==> config.mk <==
export PLATFORM = sky130hd
export DESIGN_NAME = idma_be_req_arbiter
export DESIGN_NICKNAME = d
export VERILOG_FILES = /design/src/rtl/idma_be_req_arbiter_pkg.sv /design/src/rtl/idma_be_req_arbiter_id_fifo.sv /design/src/rtl/idma_be_req_arbiter.sv
export SDC_FILE = /design/constraint.sdc
export NUM_CORES = 1
export LEC_CHECK = 0
export ABC_AREA = 1
export BUFFER_PORTS_ARGS = -buffer_cell sky130_fd_sc_hd__buf_2
export CAP_MARGIN = 20
export CORE_UTILIZATION = 43
export DETAILED_ROUTE_END_ITERATION = 10
export MAX_ROUTING_LAYER = met4
export PLACE_DENSITY_LB_ADDON = 0.12
export REMOVE_ABC_BUFFERS = 1
export SETUP_SLACK_MARGIN = 0.4
export SYNTH_ARGS = -nofsm -noshare
export SYNTH_HDL_FRONTEND = slang
export SYNTH_SLANG_ARGS = --single-unit
==> constraint.sdc <==
create_clock -name clk_i -period 2.2 [get_ports clk_i]
set_input_delay 0.22 -clock clk_i [delete_from_list [all_inputs] [get_ports clk_i]]
set_output_delay 0.22 -clock clk_i [all_outputs]
set_load 0.02 [all_outputs]
==> src/rtl/idma_be_req_arbiter_pkg.sv <==
// Shared constants and helpers for the iDMA backend request arbiter.
package idma_be_req_arbiter_pkg;

  localparam int unsigned MaxNumReq = 8;
  localparam int unsigned CntWidth  = 32;

  function automatic int unsigned idx_width(input int unsigned num_req);
    return (num_req > 1) ? $clog2(num_req) : 1;
  endfunction

endpackage

==> src/rtl/idma_be_req_arbiter_id_fifo.sv <==
// In-order FIFO recording which requester owns each backend request in flight.
module idma_be_req_arbiter_id_fifo
  import idma_be_req_arbiter_pkg::*;
#(
  parameter int unsigned Depth     = 4,
  parameter int unsigned DataWidth = 1
) (
  input  logic                 clk_i,
  input  logic                 rst_i,
  input  logic                 push_i,
  input  logic [DataWidth-1:0] data_i,
  input  logic                 pop_i,
  output logic [DataWidth-1:0] data_o,
  output logic                 full_o,
  output logic                 empty_o
);

  localparam int unsigned PtrW = (Depth > 1) ? $clog2(Depth) : 1;
  localparam int unsigned CntW = $clog2(Depth + 1);

  logic [DataWidth-1:0] mem [Depth];
  logic [PtrW-1:0]      wr_ptr;
  logic [PtrW-1:0]      rd_ptr;
  logic [CntW-1:0]      cnt;
  logic                 push_ok;
  logic                 pop_ok;

  // Depth need not be a power of two, so pointers wrap explicitly.
  function automatic logic [PtrW-1:0] ptr_inc(input logic [PtrW-1:0] p);
    return (p == PtrW'(Depth - 1)) ? '0 : p + PtrW'(1);
  endfunction

  assign full_o  = (cnt == CntW'(Depth));
  assign empty_o = (cnt == '0);
  assign push_ok = push_i && !full_o;
  assign pop_ok  = pop_i && !empty_o;
  assign data_o  = mem[rd_ptr];

  always_ff @(posedge clk_i) begin
    if (rst_i) begin
      wr_ptr <= '0;
      rd_ptr <= '0;
      cnt    <= '0;
    end else begin
      if (push_ok) wr_ptr <= ptr_inc(wr_ptr);
      if (pop_ok)  rd_ptr <= ptr_inc(rd_ptr);
      case ({push_ok, pop_ok})
        2'b10:   cnt <= cnt + CntW'(1);
        2'b01:   cnt <= cnt - CntW'(1);
        default: cnt <= cnt;
      endcase
    end
  end

  always_ff @(posedge clk_i) begin
    if (push_ok) mem[wr_ptr] <= data_i;
  end

endmodule

==> src/rtl/idma_be_req_arbiter.sv <==
// Round-robin arbiter sharing one iDMA backend between NumReq frontends, with in-order response routing.
// Optional per-requester grant counters: define IDMA_BE_REQ_ARBITER_STATS_EN.
module idma_be_req_arbiter
  import idma_be_req_arbiter_pkg::*;
#(
  parameter int unsigned NumReq       = 2,
  parameter int unsigned RspFifoDepth = 4,
  parameter type         idma_req_t   = logic,
  parameter type         idma_rsp_t   = logic
) (
  input  logic                             clk_i,
  input  logic                             rst_i,
  input  idma_req_t [NumReq-1:0]           req_i,
  input  logic      [NumReq-1:0]           req_valid_i,
  output logic      [NumReq-1:0]           req_ready_o,
  output idma_rsp_t [NumReq-1:0]           rsp_o,
  output logic      [NumReq-1:0]           rsp_valid_o,
  input  logic      [NumReq-1:0]           rsp_ready_i,
  output idma_req_t                        be_req_o,
  output logic                             be_req_valid_o,
  input  logic                             be_req_ready_i,
  input  idma_rsp_t                        be_rsp_i,
  input  logic                             be_rsp_valid_i,
  output logic                             be_rsp_ready_o,
  output logic                             busy_o,
  output logic                             err_o,
  output logic [NumReq-1:0][CntWidth-1:0]  grant_cnt_o
);

  localparam int unsigned IdxW = idx_width(NumReq);

  logic [IdxW-1:0] last_idx;
  logic [IdxW-1:0] lock_idx;
  logic            lock_vld;
  logic [IdxW-1:0] cand_hi_idx;
  logic [IdxW-1:0] cand_lo_idx;
  logic            cand_hi_vld;
  logic            cand_lo_vld;
  logic [IdxW-1:0] gnt_idx;
  logic            gnt_vld;
  logic [IdxW-1:0] head_idx;
  logic            fifo_full;
  logic            fifo_empty;
  logic            push;
  logic            pop;

  // Candidate search: lowest valid index above last_idx, else lowest valid overall (wrap).
  always_comb begin
    cand_hi_vld = 1'b0;
    cand_hi_idx = '0;
    cand_lo_vld = 1'b0;
    cand_lo_idx = '0;
    for (int i = int'(NumReq) - 1; i >= 0; i--) begin
      if (req_valid_i[i]) begin
        cand_lo_vld = 1'b1;
        cand_lo_idx = IdxW'(i);
        if (IdxW'(i) > last_idx) begin
          cand_hi_vld = 1'b1;
          cand_hi_idx = IdxW'(i);
        end
      end
    end
  end

  // A stalled grant stays on its requester until the backend accepts it.
  always_comb begin
    gnt_vld = 1'b0;
    gnt_idx = '0;
    if (lock_vld && req_valid_i[lock_idx]) begin
      gnt_vld = 1'b1;
      gnt_idx = lock_idx;
    end else if (cand_hi_vld) begin
      gnt_vld = 1'b1;
      gnt_idx = cand_hi_idx;
    end else begin
      gnt_vld = cand_lo_vld;
      gnt_idx = cand_lo_idx;
    end
  end

  assign be_req_valid_o = !rst_i && gnt_vld && !fifo_full;
  assign be_req_o       = (!rst_i && gnt_vld) ? req_i[gnt_idx] : '0;
  assign push           = be_req_valid_o && be_req_ready_i;
  assign be_rsp_ready_o = !rst_i && !fifo_empty && rsp_ready_i[head_idx];
  assign pop            = be_rsp_valid_i && be_rsp_ready_o;
  assign busy_o         = !rst_i && (!fifo_empty || be_req_valid_o);

  always_comb begin
    req_ready_o = '0;
    rsp_valid_o = '0;
    rsp_o       = '0;
    for (int i = 0; i < int'(NumReq); i++) begin
      req_ready_o[i] = be_req_valid_o && be_req_ready_i && (gnt_idx == IdxW'(i));
      if (!rst_i && !fifo_empty && (head_idx == IdxW'(i))) begin
        rsp_valid_o[i] = be_rsp_valid_i;
        rsp_o[i]       = be_rsp_i;
      end
    end
  end

  always_ff @(posedge clk_i) begin
    if (rst_i) begin
      last_idx <= IdxW'(NumReq - 1);
      lock_vld <= 1'b0;
      err_o    <= 1'b0;
    end else begin
      if (push) last_idx <= gnt_idx;
      lock_vld <= be_req_valid_o && !be_req_ready_i;
      if (be_rsp_valid_i && fifo_empty) err_o <= 1'b1;
    end
  end

  // Only meaningful while lock_vld is set, so it carries no reset.
  always_ff @(posedge clk_i) begin
    lock_idx <= gnt_idx;
  end

  idma_be_req_arbiter_id_fifo #(
    .Depth     (RspFifoDepth),
    .DataWidth (IdxW)
  ) i_id_fifo (
    .clk_i   (clk_i),
    .rst_i   (rst_i),
    .push_i  (push),
    .data_i  (gnt_idx),
    .pop_i   (pop),
    .data_o  (head_idx),
    .full_o  (fifo_full),
    .empty_o (fifo_empty)
  );

`ifdef IDMA_BE_REQ_ARBITER_STATS_EN
  logic [NumReq-1:0][CntWidth-1:0] grant_cnt;

  always_ff @(posedge clk_i) begin
    if (rst_i) begin
      grant_cnt <= '0;
    end else if (push) begin
      grant_cnt[gnt_idx] <= grant_cnt[gnt_idx] + CntWidth'(1);
    end
  end

  assign grant_cnt_o = grant_cnt;
`else
  assign grant_cnt_o = '0;
`endif

endmodule

==> impl_metrics.json, run 1 <==
{
  "die-area_um2": 3527,
  "type_of_element_launching_the_critical_path": "register",
  "synth.yosys.warnings": 0,
  "clock_skew_ps": 5.871,
  "fmax_mhz": 513.1,
  "clock_path_buffers": 2,
  "antenna_cells_inserted": 0,
  "fraction_of_layout_instances_using_a_drive_strength_above_1_pct": 30.05,
  "p_sw_uw": 320.5,
  "totalWireLength_mm": 2.155,
  "vdd_drop_max_v": 0.0002802,
  "finalCriticalPeriod_ps": 1949,
  "sequentialPowerShare_pct": 44.4,
  "rows": 20,
  "worst_hold_path.num_cells": 2,
  "grt.overflow.total": 0,
  "switching_share_pct": 40.07,
  "drc": 0,
  "hold_buffers": 0,
  "x_dimension_of_the_die_um": 59.39,
  "synth_top_area_share_pct": 33.92,
  "yosys_register_bits": 17,
  "p_leak_nw": 0.7735,
  "routed.top_layer": "met4",
  "worst_ep_required_time_ps": 2380,
  "drv_slew": 0,
  "cell_variety_after_synth": 23,
  "netlist.top_cell.by_area": "sky130_fd_sc_hd__buf_4",
  "report.power.total_uw": 799.8,
  "detailroute.wirelength.met2_mm": 1.043,
  "finalSetupViolCount": 0,
  "power.internal_uw": 479.4,
  "clock_tree.htree_level_count": 1,
  "synth.avg_cell_area_um2": 7.656,
  "finalCritPeriodShare_pct": 88.58,
  "antenna_violations_before_repair": 0,
  "synth_area_um2": 1416,
  "clockPowerShare_pct": 21.3,
  "grt_setup_unrepaired": "yes",
  "initial_core_utilization_pct": 46.02,
  "grtUsageTotal_pct": 13.11,
  "timing_hold_violations_final": 0,
  "drv_cap": 0,
  "worst_r2r_path_depth": 12,
  "core_area_um2": 3078,
  "io_pins": 86,
  "dr_vias": 1005,
  "power.share.combinational_pct": 34.3,
  "critical_path.endpoint_type": "register",
  "crit_slowest_cell": "sky130_fd_sc_hd__edfxtp_1",
  "setup_total_negative_slack_ps": 0,
  "grt_start_max_net_pins": 12,
  "holdCritPathClass": "input port to register",
  "regToRegSetupSlack_ps": 250,
  "grt_pass1_vias": 841,
  "clock_sink_count": 17,
  "timing.critical_path.arrival_ps": 2130,
  "cts-root-buf": "sky130_fd_sc_hd__clkbuf_4",
  "cts_tree": "done",
  "route.layer.met1.wl_um": 931,
  "powerDensity_nw_per_um2": 535.4,
  "netlist_top_cells_area": "sky130_fd_sc_hd__buf_4, sky130_fd_sc_hd__dfxtp_1, sky130_fd_sc_hd__edfxtp_1",
  "cts_bufs_inserted": 3,
  "worst_path_most_repeated_cell": "sky130_fd_sc_hd__nand3_2",
  "timing.critical_path.slowest_cell_delay_ps": 430,
  "clk_latency_ps": 290,
  "dr.first_iter.drc_count": 18,
  "global_route_wire_length_before_repair_mm": 3.443,
  "drt-pass1-iter-count": 4,
  "outcome": "finished clean",
  "postRouteAntennaNets": 0,
  "crit_type": "register to register",
  "fin_hold_ws_ps": 111.3,
  "via_per_inst": 3.911,
  "area_growth_pct": 5.477,
  "postSynthCellCount": 185,
  "maximum_net_fanout_on_the_critical_path": 3,
  "dpl_hpwl_mm": 1.727,
  "clk_transition_reported_paths_ps": 110,
  "portBuffers": 21,
  "sequential_share_of_the_synthesized_area_pct": 26.86,
  "wl_per_cell_um": 8.385,
  "die_h_um": 59.39,
  "met3_length_um": 166,
  "fin_nets": 232,
  "gpl.final_weighted_congestion": 0.7247,
  "worstPathCellList": "nand2_4 -> nand3_4 -> nand3_2 -> nand3_2 -> nor2_4 -> ha_4 -> inv_2 -> fa_2 -> a21oi_2 -> o21ai_2 -> o21ai_1 -> a21oi_1"
}
==> per-layer routing <==
layer,GRT usage [%],vias to the layer above
met5,-,-
met4,4.422,0
met3,1.965,2
met2,22.15,54
met1,15.85,451
li1,-,498
==> final cells by class <==
class                           instances  area, um2
Clock buffer                            3      22.52
Clock inverter                          1      7.507
Fill cell                             332       1584
Inverter                               24      95.09
Multi-Input combinational cell        142      777.0
Sequential cell                        17      391.6
Tap cell                               44      55.05
Timing Repair Buffer                   26      145.1
==> power by group through the flow <==
stage / Clock, mW / Combinational, mW / Sequential (mW)
2_1_floorplan: 0 / 0.194 / 0.360
3_3_place_gp: 0 / 0.239 / 0.359
3_5_place_dp: 0 / 0.241 / 0.360
4_1_cts: 0.178 / 0.260 / 0.354
5_1_grt: 0.200 / 0.303 / 0.358
6_report: 0.171 / 0.274 / 0.355
==> kinds of logic (layout without fill, tap and decap cells) <==
logic type	Yosys count	after routing	synth area share [%]
fa+ha+maj	7	7	6.714
compound gates	19	19	9.010
flops	17	17	26.86
simple gates	52	52	15.90
buf+inv	89	54	41.25
other cells	1	64	0.2648
==> what timing repair did <==
item	4_1_cts	5_1_grt
buffers inserted	3	1
pin swaps	7	6
endpoints found under the setup margin	3	6
resized for setup	21	14
==> synth_stat cells (all sizes together) <==
cell type  number
buf            65
inv            24
nand2          22
nor2           18
dfxtp          13
a21oi          11
nand3          10
o21ai           7
ha              6
edfxtp          4
or2             2
conb            1
fa              1
o211ai          1
==> final timing paths <==
kind                                         to                           from
setup / recovery  i_id_fifo.cnt[2]$_SDFFE_PP0P_     i_id_fifo.mem[0]$_DFFE_PP_
hold / removal              lock_vld$_SDFF_PP0_                 be_req_ready_i
hold reg to reg   i_id_fifo.cnt[0]$_SDFFE_PP0P_  i_id_fifo.cnt[0]$_SDFFE_PP0P_
setup reg to reg  i_id_fifo.cnt[2]$_SDFFE_PP0P_     i_id_fifo.mem[0]$_DFFE_PP_
==> cell usage in the layout (no fill, tap or decap), types with 3 or more instances in the layout <==
cell,count
sky130_fd_sc_hd__edfxtp_1,4
sky130_fd_sc_hd__nor2_1,15
sky130_fd_sc_hd__dfxtp_1,8
sky130_fd_sc_hd__conb_1,64
sky130_fd_sc_hd__buf_4,6
sky130_fd_sc_hd__o21ai_0,3
sky130_fd_sc_hd__nand3_1,6
sky130_fd_sc_hd__nand2_2,6
sky130_fd_sc_hd__dfxtp_2,3
sky130_fd_sc_hd__ha_1,5
sky130_fd_sc_hd__inv_1,20
sky130_fd_sc_hd__buf_2,20
sky130_fd_sc_hd__clkbuf_4,3
sky130_fd_sc_hd__a21oi_1,6
sky130_fd_sc_hd__nand2_1,15
sky130_fd_sc_hd__a21oi_2,3
==> per-stage QoR <==
step	worst slack (ps)	instances	util, %	area, um2
6_report	251.2	257	48.54	1494
3_3_place_gp	124.4	249	43.17	1329
5_1_grt	115.7	257	48.54	1494
3_5_place_dp	71.62	249	43.17	1329
4_1_cts	240.7	256	46.54	1433
2_1_floorplan	238.0	183	-	1161
==> worst max-delay path, delay by kind of cell, from the launching register on <==
family | cells | cell delay [ps]
adder cells (fa/ha/maj) | 2 | 500
flip-flops | 1 | 430
AO/OA/AOI/OAI | 4 | 400
AND/OR/NAND/NOR | 5 | 460
buffers and inverters | 1 | 50
No activity file was read; power rests on OpenSTA's default activity.
==> run 2: changes to the inputs <==
--- a/config.mk
+++ b/config.mk
@@ -5,10 +5,9 @@
 export SDC_FILE = /design/constraint.sdc
 export NUM_CORES = 1
 export LEC_CHECK = 0
-export ABC_AREA = 1
 export BUFFER_PORTS_ARGS = -buffer_cell sky130_fd_sc_hd__buf_2
 export CAP_MARGIN = 20
-export CORE_UTILIZATION = 43
+export CORE_UTILIZATION = 42
 export DETAILED_ROUTE_END_ITERATION = 10
 export MAX_ROUTING_LAYER = met4
 export PLACE_DENSITY_LB_ADDON = 0.12
==> impl_metrics.json, run 2 <==
{
  "grt_start_max_net_pins": 10,
  "die-area_um2": 3408,
  "dpl_hpwl_mm": 1.652,
  "core_area_um2": 3028,
  "antenna_violations_before_repair": 0,
  "powerDensity_nw_per_um2": 491.2,
  "type_of_element_launching_the_critical_path": "register",
  "worst_r2r_path_depth": 9,
  "timing_hold_violations_final": 0,
  "clock_tree.htree_level_count": 1,
  "area_growth_pct": 15.56,
  "sequential_share_of_the_synthesized_area_pct": 28.49,
  "initial_core_utilization_pct": 44.09,
  "io_pins": 86,
  "post-synth-top-count-cell": "sky130_fd_sc_hd__buf_4",
  "failed_checks": "negative setup slack",
  "setup_total_negative_slack_ps": -205.7,
  "finalInstanceArea_um2": 1543,
  "clock_sink_count": 17,
  "hold_path_startpoint": "be_req_ready_i",
  "clk_transition_reported_paths_ps": 100,
  "critical_path.endpoint_type": "register",
  "grtUsageTotal_pct": 13.31,
  "synth.avg_cell_area_um2": 8.841,
  "dr_vias": 921,
  "gpl.final_weighted_congestion": 0.8173,
  "clock_skew_ps": 8.652,
  "via_per_inst": 3.870,
  "fraction_of_layout_instances_using_a_drive_strength_above_1_pct": 30.93,
  "crit_slowest_cell": "sky130_fd_sc_hd__mux4_2",
  "ys_top_cells_by_count": "sky130_fd_sc_hd__buf_4, sky130_fd_sc_hd__dfxtp_1, sky130_fd_sc_hd__nor2_1, sky130_fd_sc_hd__inv_1, sky130_fd_sc_hd__ha_1",
  "critPathTopFamily": "multiplexers",
  "finalCritPeriodShare_pct": 108.6,
  "fin_nets": 213,
  "preCtsSetupSlack_ps": -268.5,
  "portBuffers": 21,
  "timing.rr.start": "i_id_fifo.mem[3]$_DFFE_PP_",
  "regToRegSetupSlack_ps": -190,
  "clk_latency_ps": 290,
  "yosys_register_bits": 17,
  "postSynthCellCount": 151,
  "layout_commonest_cell": "sky130_fd_sc_hd__conb_1",
  "drv_cap": 0,
  "fin_hold_ws_ps": 98.95,
  "totalWireLength_mm": 2.156,
  "layout_common_cells": "sky130_fd_sc_hd__conb_1, sky130_fd_sc_hd__buf_4, sky130_fd_sc_hd__buf_2",
  "x_dimension_of_the_die_um": 58.38,
  "maximum_net_fanout_on_the_critical_path": 2,
  "timing.hold.worst_endpoint": "lock_vld$_SDFF_PP0_",
  "grt_setup_unrepaired": "yes",
  "synth_top_area_share_pct": 35.99,
  "synth_area_um2": 1335,
  "nFillCells": 284,
  "dr.first_iter.drc_count": 22,
  "antenna_cells_inserted": 0,
  "outcome": "finished, violations left",
  "reg_to_reg_end": "i_id_fifo.cnt[2]$_SDFFE_PP0P_",
  "netlist.top_cell.by_area": "sky130_fd_sc_hd__buf_4",
  "cts_bufs_inserted": 3,
  "drt-pass1-iter-count": 6,
  "report.power.total_uw": 757.9,
  "p_leak_nw": 0.7771,
  "rows": 20,
  "crit_type": "register to register",
  "cp_num_buf_inv": 1,
  "cts_tree": "done",
  "grt.overflow.total": 0,
  "netlist_top_cells_area": "sky130_fd_sc_hd__buf_4, sky130_fd_sc_hd__dfxtp_1, sky130_fd_sc_hd__edfxtp_1",
  "drv_slew": 0,
  "finalSetupViolCount": 2,
  "timing.critical_path.arrival_ps": 2630,
  "cts-root-buf": "sky130_fd_sc_hd__clkbuf_4",
  "fmax_mhz": 418.5,
  "synth.yosys.warnings": 0,
  "postRouteAntennaNets": 0,
  "worst_ep_required_time_ps": 2440,
  "synth_enable_flop_cells": 4,
  "asyncSetResetFlopFracSynth_pct": 0,
  "cell_variety_after_synth": 31,
  "finalCriticalPeriod_ps": 2390,
  "die_h_um": 58.38,
  "grt_pass1_vias": 766,
  "vdd_drop_max_v": 0.0002523,
  "wl_per_cell_um": 9.059,
  "clock_path_buffers": 2,
  "timing.critical_path.slowest_cell_delay_ps": 530,
  "placed_cell_area_um2": 1323,
  "worst_hold_path.num_cells": 2,
  "holdCritPathClass": "input port to register",
  "global_route_wire_length_before_repair_mm": 3.298,
  "finalWorstSetupSlack_ps": -189.6,
  "drc": 0,
  "synthFlopType": "sky130_fd_sc_hd__dfxtp_1",
  "worstPathCellList": "mux4_2 -> mux2i_4 -> nor2_4 -> ha_4 -> inv_2 -> fa_2 -> xor2_1 -> or3_1 -> a21oi_2"
}
run 2: cell types whose count changed in the layout (fill, tap and decap cells not counted), moves of 6 or more:
| cell | delta |
|---|---|
| sky130_fd_sc_hd__buf_4 | +11 |
| sky130_fd_sc_hd__nand2_1 | -14 |
| sky130_fd_sc_hd__nand2_2 | -6 |
| sky130_fd_sc_hd__buf_6 | +9 |
| sky130_fd_sc_hd__inv_1 | -11 |
run 2: where the power goes:
group          total [mW]  switching [mW]  internal, mW
registers           0.343          0.0101         0.333
clock network       0.166          0.0960        0.0704
logic               0.249           0.173        0.0757
run 2: final cells by class:
type / instances / area [um2] / area share [%]
multi-input cells: 122 / 738.2 / 47.85
flip-flops and latches: 17 / 381.6 / 24.74
repair buffers: 41 / 304.0 / 19.71
well taps: 44 / 55.05 / 3.569
inverters: 10 / 37.54 / 2.433
clock buffers: 4 / 26.28 / 1.703
run 2: worst max-delay path by stage:
stage	slack, ps	cells after the start	to	startpoint
after floorplan	-200	9	i_id_fifo.cnt[2]$_SDFFE_PP0P_	register
after global placement	-200	9	i_id_fifo.cnt[2]$_SDFFE_PP0P_	i_id_fifo.mem[2]$_DFFE_PP_
after detailed placement	-270	9	i_id_fifo.cnt[2]$_SDFFE_PP0P_	i_id_fifo.mem[2]$_DFFE_PP_
after CTS	-210	9	i_id_fifo.cnt[2]$_SDFFE_PP0P_	i_id_fifo.mem[2]$_DFFE_PP_
after global routing	-270	9	i_id_fifo.cnt[2]$_SDFFE_PP0P_	i_id_fifo.mem[0]$_DFFE_PP_
final	-190	9	i_id_fifo.cnt[2]$_SDFFE_PP0P_	i_id_fifo.mem[3]$_DFFE_PP_
run 2: worst reg2reg max path: cells and delay by family (launching register included):
family	cells	cell delay, ps
multiplexers	2	750
adder cells (fa/ha/maj)	2	470
AND/OR/NAND/NOR	2	440
flip-flops	1	370
XOR/XNOR	1	160
AO/OA/AOI/OAI	1	110
buffers and inverters	1	30
run 2: logic make-up (layout without fill, tap and decap cells):
family	after synthesis	in the layout	synth area share [%]
other	1	64	0.2809
adder cells (fa/ha/maj)	7	7	7.123
AO/OA/AOI/OAI	12	12	5.811
buffers and inverters	75	55	39.08
XOR/XNOR	2	2	1.312
multiplexers	6	6	6.091
AND/OR/NAND/NOR	31	31	11.81
flip-flops	17	17	28.49
run 2: repair_timing:
item | 4_1_cts | 5_1_grt
hold buffers | 0 | 0
endpoints found under the setup margin | 11 | 15
pin swaps | 5 | 3
resized for setup | 21 | 10
buffers inserted | 7 | 3
run 2: metal layers:
metal	up-vias	track usage, %	part of all wire, %
met5	-	-	0
met3	2	1.978	7.1
li1	441	-	-
met1	416	13.29	39
met4	0	6.122	0.79
met2	62	25.29	53
run 2: metrics by stage:
| stage | utilization (%) | std cells |
|---|---|---|
| 2_1_floorplan | - | 149 |
| 5_1_grt | 50.95 | 238 |
| 4_1_cts | 48.68 | 235 |
| 6_report | 50.95 | 238 |
| 3_5_place_dp | 43.68 | 224 |
| 3_3_place_gp | 43.68 | 224 |
==> run 3: changes to the inputs <==
--- a/config.mk
+++ b/config.mk
@@ -13,6 +13,7 @@
 export PLACE_DENSITY_LB_ADDON = 0.12
 export REMOVE_ABC_BUFFERS = 1
 export SETUP_SLACK_MARGIN = 0.4
+export SKIP_LAST_GASP = 1
 export SYNTH_ARGS = -nofsm -noshare
 export SYNTH_HDL_FRONTEND = slang
 export SYNTH_SLANG_ARGS = --single-unit
==> impl_metrics.json, run 3 (same netlist as run 2, synthesis figures left out) <==
{
  "outcome": "finished, violations left",
  "failed_checks": "negative setup slack",
  "via_per_inst": 3.903,
  "post_layout_util_pct": 50.45,
  "cts_tree": "done",
  "vdd_drop_max_v": 0.0002514,
  "gpl.final_weighted_congestion": 0.8173,
  "nFillCells": 287,
  "switching_share_pct": 36.83,
  "drv_cap": 0,
  "timing_hold_violations_final": 0,
  "grt_setup_unrepaired": "yes",
  "initial_core_utilization_pct": 44.09,
  "dr.first_iter.drc_count": 22,
  "sequentialPowerShare_pct": 45.3,
  "drt-pass1-iter-count": 6,
  "postRouteAntennaNets": 0,
  "fraction_of_layout_instances_using_a_drive_strength_above_1_pct": 29.90,
  "hold_buffers": 0,
  "finalWorstSetupSlack_ps": -183.8,
  "timing.max_slew.rel_slack_pct": 59.23,
  "maximum_net_fanout_on_the_critical_path": 2,
  "timing_worst_slew_pin_value_ps": 606.8,
  "crit_type": "register to register",
  "io_pins": 86,
  "clk_transition_reported_paths_ps": 100,
  "core_area_um2": 3028,
  "p_leak_nw": 0.7755,
  "p_sw_uw": 278.4,
  "fmax_mhz": 419.5,
  "rows": 20,
  "setup_total_negative_slack_ps": -193.6,
  "clock_path_buffers": 2,
  "critical_path.endpoint_type": "register",
  "power.internal_uw": 477.4,
  "clk_latency_ps": 290,
  "grtUsageTotal_pct": 13.17,
  "clock_sink_count": 17,
  "clock_skew_ps": 9.741,
  "cts-root-buf": "sky130_fd_sc_hd__clkbuf_4",
  "antenna_cells_inserted": 0,
  "layout_commonest_cell": "sky130_fd_sc_hd__conb_1",
  "holdCritPathClass": "input port to register",
  "dpl_hpwl_mm": 1.652,
  "finalCritPeriodShare_pct": 108.4,
  "layout_common_cells": "sky130_fd_sc_hd__conb_1, sky130_fd_sc_hd__buf_4, sky130_fd_sc_hd__buf_2",
  "cts_bufs_inserted": 3,
  "x_dimension_of_the_die_um": 58.38,
  "report.power.total_uw": 755.8,
  "dr_vias": 929,
  "die_h_um": 58.38,
  "grt.overflow.total": 0,
  "drv_slew": 0,
  "drc": 0,
  "finalSetupViolCount": 2,
  "wl_per_cell_um": 9.130,
  "timing.critical_path.arrival_ps": 2610,
  "totalWireLength_mm": 2.173,
  "power.share.combinational_pct": 32.8,
  "placed_cell_area_um2": 1323,
  "type_of_element_launching_the_critical_path": "register",
  "antenna_violations_before_repair": 0,
  "portBuffers": 21,
  "powerDensity_nw_per_um2": 494.7,
  "finalInstanceArea_um2": 1528,
  "grt_start_max_net_pins": 10,
  "fin_nets": 213,
  "clockPowerShare_pct": 21.9,
  "die-area_um2": 3408,
  "worst_ep_required_time_ps": 2430,
  "clock_tree.htree_level_count": 1,
  "global_route_wire_length_before_repair_mm": 3.256,
  "grt_pass1_vias": 757,
  "area_growth_pct": 14.43,
  "finalCriticalPeriod_ps": 2384
}
run 3: final timing paths:
| path | slack (ps) | startpoint | to | depth (start not counted) |
|---|---|---|---|---|
| min | 100 | be_req_ready_i | lock_vld$_SDFF_PP0_ | 2 |
| min reg2reg | 470 | last_idx$_SDFFE_PP1P_ | last_idx$_SDFFE_PP1P_ | 1 |
| max | -180 | i_id_fifo.mem[3]$_DFFE_PP_ | i_id_fifo.cnt[2]$_SDFFE_PP0P_ | 9 |
| max reg2reg | -180 | i_id_fifo.mem[3]$_DFFE_PP_ | i_id_fifo.cnt[2]$_SDFFE_PP0P_ | 9 |
run 3: stage by stage:
stage	hold WS (ps)	setup WS [ps]	instances
after floorplan	289.1	-201.1	149
after global placement	409.4	-198.0	224
after detailed placement	411.3	-268.5	224
after CTS	98.68	-205.9	235
after global routing	99.30	-280.6	238
final	102.2	-183.8	238
run 3: timing repair:
action / CTS / global route
pin swaps: 5 / 3
endpoints found under the setup margin: 11 / 15
resized for setup: 18 / 9
buffers inserted: 7 / 3
run 3: final cells by class:
| class | instances | area, um2 | area share [%] |
|---|---|---|---|
| Multi-Input combinational cell | 122 | 729.5 | 47.75 |
| Sequential cell | 17 | 381.6 | 24.98 |
| Timing Repair Buffer | 41 | 297.8 | 19.49 |
| Tap cell | 44 | 55.05 | 3.604 |
| Inverter | 10 | 37.54 | 2.457 |
| Clock buffer | 4 | 26.28 | 1.720 |
run 3: routing by layer:
layer / wire, um / GRT usage (%) / up-vias
met5: 0 / - / -
met4: 30 / 6.122 / 0
met3: 138 / 1.978 / 4
met2: 1163 / 24.96 / 61
met1: 841 / 13.15 / 423
li1: - / - / 441
run 3: worst max-delay path, cell delays in order (launching register included):
cell and delay (ps):
sky130_fd_sc_hd__edfxtp_1 370, sky130_fd_sc_hd__mux4_2 530, sky130_fd_sc_hd__mux2i_4 220, sky130_fd_sc_hd__nor2_4 110, sky130_fd_sc_hd__ha_4 140, sky130_fd_sc_hd__inv_2 30
sky130_fd_sc_hd__fa_2 330, sky130_fd_sc_hd__xor2_1 160, sky130_fd_sc_hd__or3_1 300, sky130_fd_sc_hd__a21oi_1 130
run 3: power groups by stage:
stage | sequential, mW | combinational (mW) | clock (mW)
detailed placement | 0.349 | 0.211 | 0
floorplan | 0.349 | 0.159 | 0
global placement | 0.348 | 0.210 | 0
global route | 0.344 | 0.269 | 0.185
finish | 0.342 | 0.248 | 0.165
CTS | 0.342 | 0.231 | 0.173
